==> src/rtl/alu_pkg.sv <==
// Shared ALU function-select encodings, status bit positions and the
// multiply sequencer state type.
package alu_pkg;

  localparam logic [4:0] FS_AND  = 5'b00000;
  localparam logic [4:0] FS_OR   = 5'b00100;
  localparam logic [4:0] FS_ADD  = 5'b01000;
  localparam logic [4:0] FS_XOR  = 5'b01100;
  localparam logic [4:0] FS_SHL  = 5'b10000;
  localparam logic [4:0] FS_SHR  = 5'b10100;
  localparam logic [4:0] FS_ZERO = 5'b11000;

  localparam int Z_IDX = 0;
  localparam int N_IDX = 1;
  localparam int C_IDX = 2;
  localparam int V_IDX = 3;

  typedef enum logic [2:0] {
    IDLE = 3'd0,
    TEST = 3'd1,
    ADD  = 3'd2,
    SHL  = 3'd3,
    SHR  = 3'd4,
    DONE = 3'd5
  } mul_state_e;

endpackage

==> src/rtl/mul_sequencer.sv <==
// Shift-and-add multiplier controller: borrows the shared execute-stage ALU
// to build the low WIDTH bits of op_a*op_b, stalling the pipe through busy.
module mul_sequencer
  import alu_pkg::*;
#(
  parameter int WIDTH = 64,
  parameter int CNT_W = 7
) (
  input  logic             clock,
  input  logic             reset,
  input  logic             start,
  input  logic [WIDTH-1:0] op_a,
  input  logic [WIDTH-1:0] op_b,
  output logic             busy,
  output logic             done,
  output logic [WIDTH-1:0] result,
  output logic [WIDTH-1:0] alu_a,
  output logic [WIDTH-1:0] alu_b,
  output logic [4:0]       alu_fs,
  output logic             alu_c0,
  input  logic [WIDTH-1:0] alu_f,
  input  logic [3:0]       alu_status
);

  mul_state_e       state_q, state_d;
  logic [WIDTH-1:0] p_q, p_d;
  logic [WIDTH-1:0] m_q, m_d;
  logic [WIDTH-1:0] q_q, q_d;
  logic [CNT_W-1:0] cnt_q, cnt_d;
  logic [WIDTH-1:0] result_q, result_d;

  // ALU controls are a pure decode of the state; the ALU answer is folded
  // back into the register the state owns at the edge that ends it.
  always_comb begin
    state_d  = state_q;
    p_d      = p_q;
    m_d      = m_q;
    q_d      = q_q;
    cnt_d    = cnt_q;
    result_d = result_q;
    alu_a    = '0;
    alu_b    = '0;
    alu_fs   = FS_ZERO;
    case (state_q)
      IDLE: begin
        if (start) begin
          p_d     = '0;
          m_d     = op_a;
          q_d     = op_b;
          cnt_d   = '0;
          state_d = TEST;
        end
      end
      TEST: begin
        if (q_q == '0) begin
          result_d = p_q;
          state_d  = DONE;
        end else if (q_q[0]) begin
          state_d = ADD;
        end else begin
          state_d = SHL;
        end
      end
      ADD: begin
        alu_a   = p_q;
        alu_b   = m_q;
        alu_fs  = FS_ADD;
        p_d     = alu_f;
        state_d = SHL;
      end
      SHL: begin
        alu_a   = m_q;
        alu_b   = WIDTH'(1);
        alu_fs  = FS_SHL;
        m_d     = alu_f;
        state_d = SHR;
      end
      SHR: begin
        alu_a   = q_q;
        alu_b   = WIDTH'(1);
        alu_fs  = FS_SHR;
        q_d     = alu_f;
        cnt_d   = cnt_q + CNT_W'(1);
        state_d = TEST;
      end
      DONE: begin
        state_d = IDLE;
      end
      default: begin
        state_d = IDLE;
      end
    endcase
  end

  always_ff @(posedge clock or posedge reset) begin
    if (reset) begin
      state_q  <= IDLE;
      p_q      <= '0;
      m_q      <= '0;
      q_q      <= '0;
      cnt_q    <= '0;
      result_q <= '0;
    end else begin
      state_q  <= state_d;
      p_q      <= p_d;
      m_q      <= m_d;
      q_q      <= q_d;
      cnt_q    <= cnt_d;
      result_q <= result_d;
    end
  end

  assign busy   = (state_q != IDLE);
  assign done   = (state_q == DONE);
  assign result = result_q;
  assign alu_c0 = 1'b0;

  // Q empties after at most WIDTH shifts, so the counter can never pass WIDTH.
  assert property (@(posedge clock) disable iff (reset) cnt_q <= CNT_W'(WIDTH));

  // With the zero function selected the ALU must report a clean zero result.
  assert property (@(posedge clock) disable iff (reset)
    (alu_fs == FS_ZERO) |-> (alu_status == 4'b0001));

endmodule

==> config.mk <==
export PLATFORM = sky130hd
export DESIGN_NAME = mul_sequencer
export DESIGN_NICKNAME = d
export VERILOG_FILES = /design/src/rtl/alu_pkg.sv /design/src/rtl/mul_sequencer.sv
export SDC_FILE = /design/constraint.sdc
export NUM_CORES = 1
export LEC_CHECK = 0
export ABC_AREA = 1
export CAP_MARGIN = 10
export CORE_UTILIZATION = 45
export CTS_BUF_LIST = sky130_fd_sc_hd__clkbuf_8
export CTS_CLUSTER_SIZE = 16
export DETAILED_ROUTE_END_ITERATION = 12
export GPL_TIMING_DRIVEN = 0
export PLACE_DENSITY = 0.85
export SYNTH_ARGS = -nofsm -noshare
export SYNTH_HDL_FRONTEND = slang
export SYNTH_SLANG_ARGS = --single-unit
==> constraint.sdc <==
create_clock -name clock -period 11.75 [get_ports clock]
set_clock_uncertainty 0.2 [all_clocks]
set_input_delay 2.35 -clock clock [delete_from_list [all_inputs] [get_ports clock]]
set_output_delay 2.35 -clock clock [all_outputs]
set_load 0.02 [all_outputs]
After elaboration in Yosys (flattened, before gate mapping)
Cells that the tools add are included.

Register bits: 259. Logic and storage cells: 35. Bits of input ports: 199.

Muxes and demuxes: 13. Equal/unequal tests: 6. Reductions and logical operators: 11.

Operators with widths (count): 64-bit one-hot mux with 2 select lines (4); 64-bit 2-to-1 mux (3); 64-bit one-hot mux with 3 select lines (1); 64-bit zero test (1); 3-bit one-hot mux with 5 select lines (1); 5-bit one-hot mux with 3 select lines (1); 2-bit AND reduction (4); 3-bit by 2-bit equality test with 1-bit output (second input constant) (2); 3-bit equality test (second input constant) (2); 3-bit 2-to-1 mux (2); 2-bit nonzero test (3); 3-bit by 1-bit equality test with 1-bit output (second input constant) (1); 3-bit zero test (1); 3-bit nonzero test (1); 2-bit != test (second input constant) (1); 2-bit OR reduction (1); 1-bit 2-to-1 mux (1).

Logic depth before layout (Yosys ltp)
Depth after elaboration: 3. Gate-level depth with buffers: 10. Mapped depth without buffers: 8.

Worst setup path after synthesis
No wires, ideal clock.

Path type: register to output. Start: register state_q[1]. End: output alu_a[23]. Slack: 7569 ps. Path buffers: 2. Cell stages (with the launch flop): 8. Arrival time: 1631 ps. Cell sequence: dfrtp_1 -> nor2_2 -> nand2_1 -> inv_2 -> buf_2 -> clkbuf_1 -> nand2_1 -> o211ai_1.

Longest elaborated chain between the ends: 2. Elaborated cells between the ends (all ways): 4.

Ends and longest elaborated chain: start, declared (line mul_sequencer.sv:25) `mul_state_e state_q, state_d;`; start signal, assigned (line mul_sequencer.sv:104) `state_q <= state_d;`; 3-bit equality test or 3-bit by 2-bit equality test with 1-bit output (tied branches) (line mul_sequencer.sv:44) `case (state_q)`; 64-bit one-hot mux with 3 select lines * (line mul_sequencer.sv:44); end, declared (line mul_sequencer.sv:17) `output logic [WIDTH-1:0] alu_a,`.

Mark *: on every way between the ends. The rest lies on a longest branch, timed or not.

Worst setup path in the final report
Start: register state_q[1]. End: output alu_b[7].

Longest elaborated chain between the ends: 3. Elaborated cells between the ends (all ways): 5.

Ends and longest elaborated chain: 3-bit equality test or 3-bit by 2-bit equality test with 1-bit output (tied branches) (line mul_sequencer.sv:44); 2-bit OR reduction (no source line); 64-bit one-hot mux with 2 select lines * (line mul_sequencer.sv:44); end, declared (line mul_sequencer.sv:18) `output logic [WIDTH-1:0] alu_b,`.

Marks and branches as above.

==> run summary <==
status = finished clean
Layout area overhead = 41.1%
cts hold-fix bufs = 0
Req. time, crit path = 9.20 ns
CTS Buf Count = 43
postcts setup bufs = 0
LEAKAGE = 8.57 nW
fin crit share = 0.515
R2R Path Start = state_q[1]$_DFFE_PP0P_
crit path from = state_q[1]$_DFFE_PP0P_
first-pass GRT wire length = 78400 um
Hold Path Class = reg2reg
DR vias/cell = 5.67
Post-synth EDFFs = 0
top post-synthesis cells by area = dfrtp_1 50%, nand2_1 13%, o21ai_0 6.8%
clock buffer depth = 3
Arr. time, crit path = 3.50 ns
DP Worst Slack = 6.32 ns
chip height = 172 um
RSZ-0062 raised after global routing = no
Final Util = 0.652
critical path endpoint = alu_b[7]
Syn Inst Count = 1682
Port Buffers = 391
initial antenna violation count = 3
endpoint type of the worst setup path = primary output
Setup violations, final = 0
clk slew on worst S/H paths = 0.07 ns
Netlist cell types = 23
Crit path max-delay family = buffers and inverters
Placed Cells = 2455
Overflow after GRT = 0
fill count = 2335
post-cts resize count = 0
async set-reset flop share out of synthesis = 1.00
CP Max Fanout = 10
#FFs+latches synth = 259
crit-path cells = inv_2, nor3_2, inv_2, clkbuf_1, clkbuf_1, nor2_1, clkdlybuf4s50_1
Pre-antenna DRT Iters = 7
max_cap viols = 0
crit path kind = reg2out
I/O pin total = 399
post-synthesis sequential area ratio = 0.501
worst slew pin tran = 1.28 ns
Slew headroom = 0.146
Power Density = 247 nW/um^2
Num Clock Sinks = 259
register area = 6480 um^2
H-Tree Depth = 2
DR WL/cell = 20.6 um
vias in the first global route = 14.1k
Final Non-Filler Cells = 2532
r2r setup slk = 9.22 ns
Clk Latency, worst-skew pair = 0.56 ns
endpoints failing hold = 0
Synth Warn # = 0
Max Clock Freq = 0.165 GHz
crit path launch type = flip-flop
Avg Inst Size Synth = 7.70 um^2
Multi-input gate area = 5180 um^2
IR drop worst, VDD = 0.118 mV
DIE AREA = 29400 um^2
DRT iter0 DRCs = 1720
final antenna-violating net count = 0
Crit path depth = 7
Post-Place Cell Area = 17400 um^2
fin area = 18300 um^2
synthesized area = 12900 um^2
drt total wl = 52100 um
delay of the slowest cell on the worst path = 1.00 ns
Final Wtd Congestion = 0.957
Crit-path slowest cell = clkbuf_1
CTS tree = done
Die W = 172 um
RR Endpoint = result[18]$_DFFE_PP0P_
largest net degree at the start of global routing = 118
post-DP HPWL = 38600 um
top_reg_cell synth = dfrtp_1
Slew Viols, Final = 0
Initial Utilization = 0.462
root buffer cell = clkbuf_8
top cells by count, synth = 440 x nand2_1, 259 x dfrtp_1, 177 x o21ai_0
core area = 28000 um^2
fin crit period = 6.05 ns
Worst Path Buf+Inv = 5
Fin Setup TNS = 0 ns
via count = 14.4k
Setup WS post-layout = 5.70 ns
final layout net count = 2321
total track usage = 0.353
post-synth top area share = 0.501
reg2reg path depth = 5
row cnt = 61
drt drc = 0
top-count cell post-synth = nand2_1
layout cells sized above 1 = 0.0702
most area-hungry cell type in the Yosys netlist = dfrtp_1
-- cell type report --
type	instances	area share
antenna	3	0.000411
buffer	136	0.0345
clock buffer	57	0.0430
clock inverter	17	0.00363
inverter	177	0.0368
multi-input combinational	1112	0.284
sequential	259	0.355
tap	378	0.0259
timing repair buffer	393	0.217
-- registers in the layout, summed over array words and instances (netlist names) --
register  count
result       64
state_q       3
q_q          64
m_q          64
p_q          64
-- stage by stage --
stage / power, mW / hold WS (ns)
2_1_floorplan: 2.67 / 0.275
6_report: 4.50 / 0.270
3_3_place_gp: 3.59 / 0.255
4_1_cts: 4.45 / 0.273
5_1_grt: 4.75 / 0.285
3_5_place_dp: 3.66 / 0.257
-- routing by layer --
metal	vias up	part of all wire	GRT usage
li1	6386	-	-
met4	0	0.052	0.190
met1	6797	0.39	0.459
met3	185	0.10	0.0748
met5	-	0	0
met2	986	0.46	0.553
-- how the worst min path moves through the flow --
stage | start | endpoint | slack [ns] | depth (start not counted)
6_report | result[25]$_DFFE_PP0P_ | result[25]$_DFFE_PP0P_ | 0.27 | 2
5_1_grt | result[55]$_DFFE_PP0P_ | result[55]$_DFFE_PP0P_ | 0.28 | 2
4_1_cts | result[51]$_DFFE_PP0P_ | result[51]$_DFFE_PP0P_ | 0.27 | 2
3_5_place_dp | result[51]$_DFFE_PP0P_ | result[51]$_DFFE_PP0P_ | 0.26 | 2
3_3_place_gp | result[48]$_DFFE_PP0P_ | result[48]$_DFFE_PP0P_ | 0.25 | 2
2_1_floorplan | q_q[13]$_DFFE_PP0P_ | q_q[13]$_DFFE_PP0P_ | 0.28 | 2
-- layout by cell type (no fill, tap or decap), types with 4 or more instances in the layout --
| master | Yosys | layout |
|---|---|---|
| a21oi_1 | 39 | 39 |
| buf_4 | 6 | 6 |
| dfrtp_1 | 259 | 259 |
| buf_1 | 4 | 4 |
| o211ai_1 | 40 | 40 |
| o21ai_1 | 90 | 90 |
| nand4_1 | 64 | 64 |
| clkdlybuf4s50_1 | 0 | 391 |
| buf_2 | 71 | 71 |
| nand3_1 | 72 | 72 |
| clkbuf_8 | 0 | 57 |
| clkbuf_1 | 54 | 54 |
| nor2_1 | 141 | 141 |
| nand2_1 | 440 | 440 |
| inv_2 | 6 | 6 |
| o21ai_0 | 177 | 177 |
| inv_1 | 171 | 185 |
| o221ai_1 | 39 | 39 |
-- power breakdown --
| part | total, mW | internal [mW] | switching, mW | leakage (nW) |
|---|---|---|---|---|
| Combinational | 2.31 | 0.794 | 1.52 | 4.80 |
| Sequential | 1.39 | 1.21 | 0.184 | 3.28 |
| Clock | 0.795 | 0.430 | 0.366 | 0.498 |
-- worst register-to-register path, stage by stage, from the launching register on --
cell      delay (ns)
dfrtp_1         0.45
nor3_2          0.32
clkbuf_1        0.69
buf_2           0.40
nand4_1         0.26
nand2_1         0.12
-- kinds of logic after synthesis --
| kind of cell | Yosys count | synth area share |
|---|---|---|
| AO/OA/AOI/OAI | 386 | 0.168 |
| buffers and inverters | 313 | 0.0999 |
| flip-flops | 259 | 0.501 |
| other | 1 | 0.000290 |
| AND/OR/NAND/NOR | 723 | 0.231 |
(Power assumes the default switching activity.)
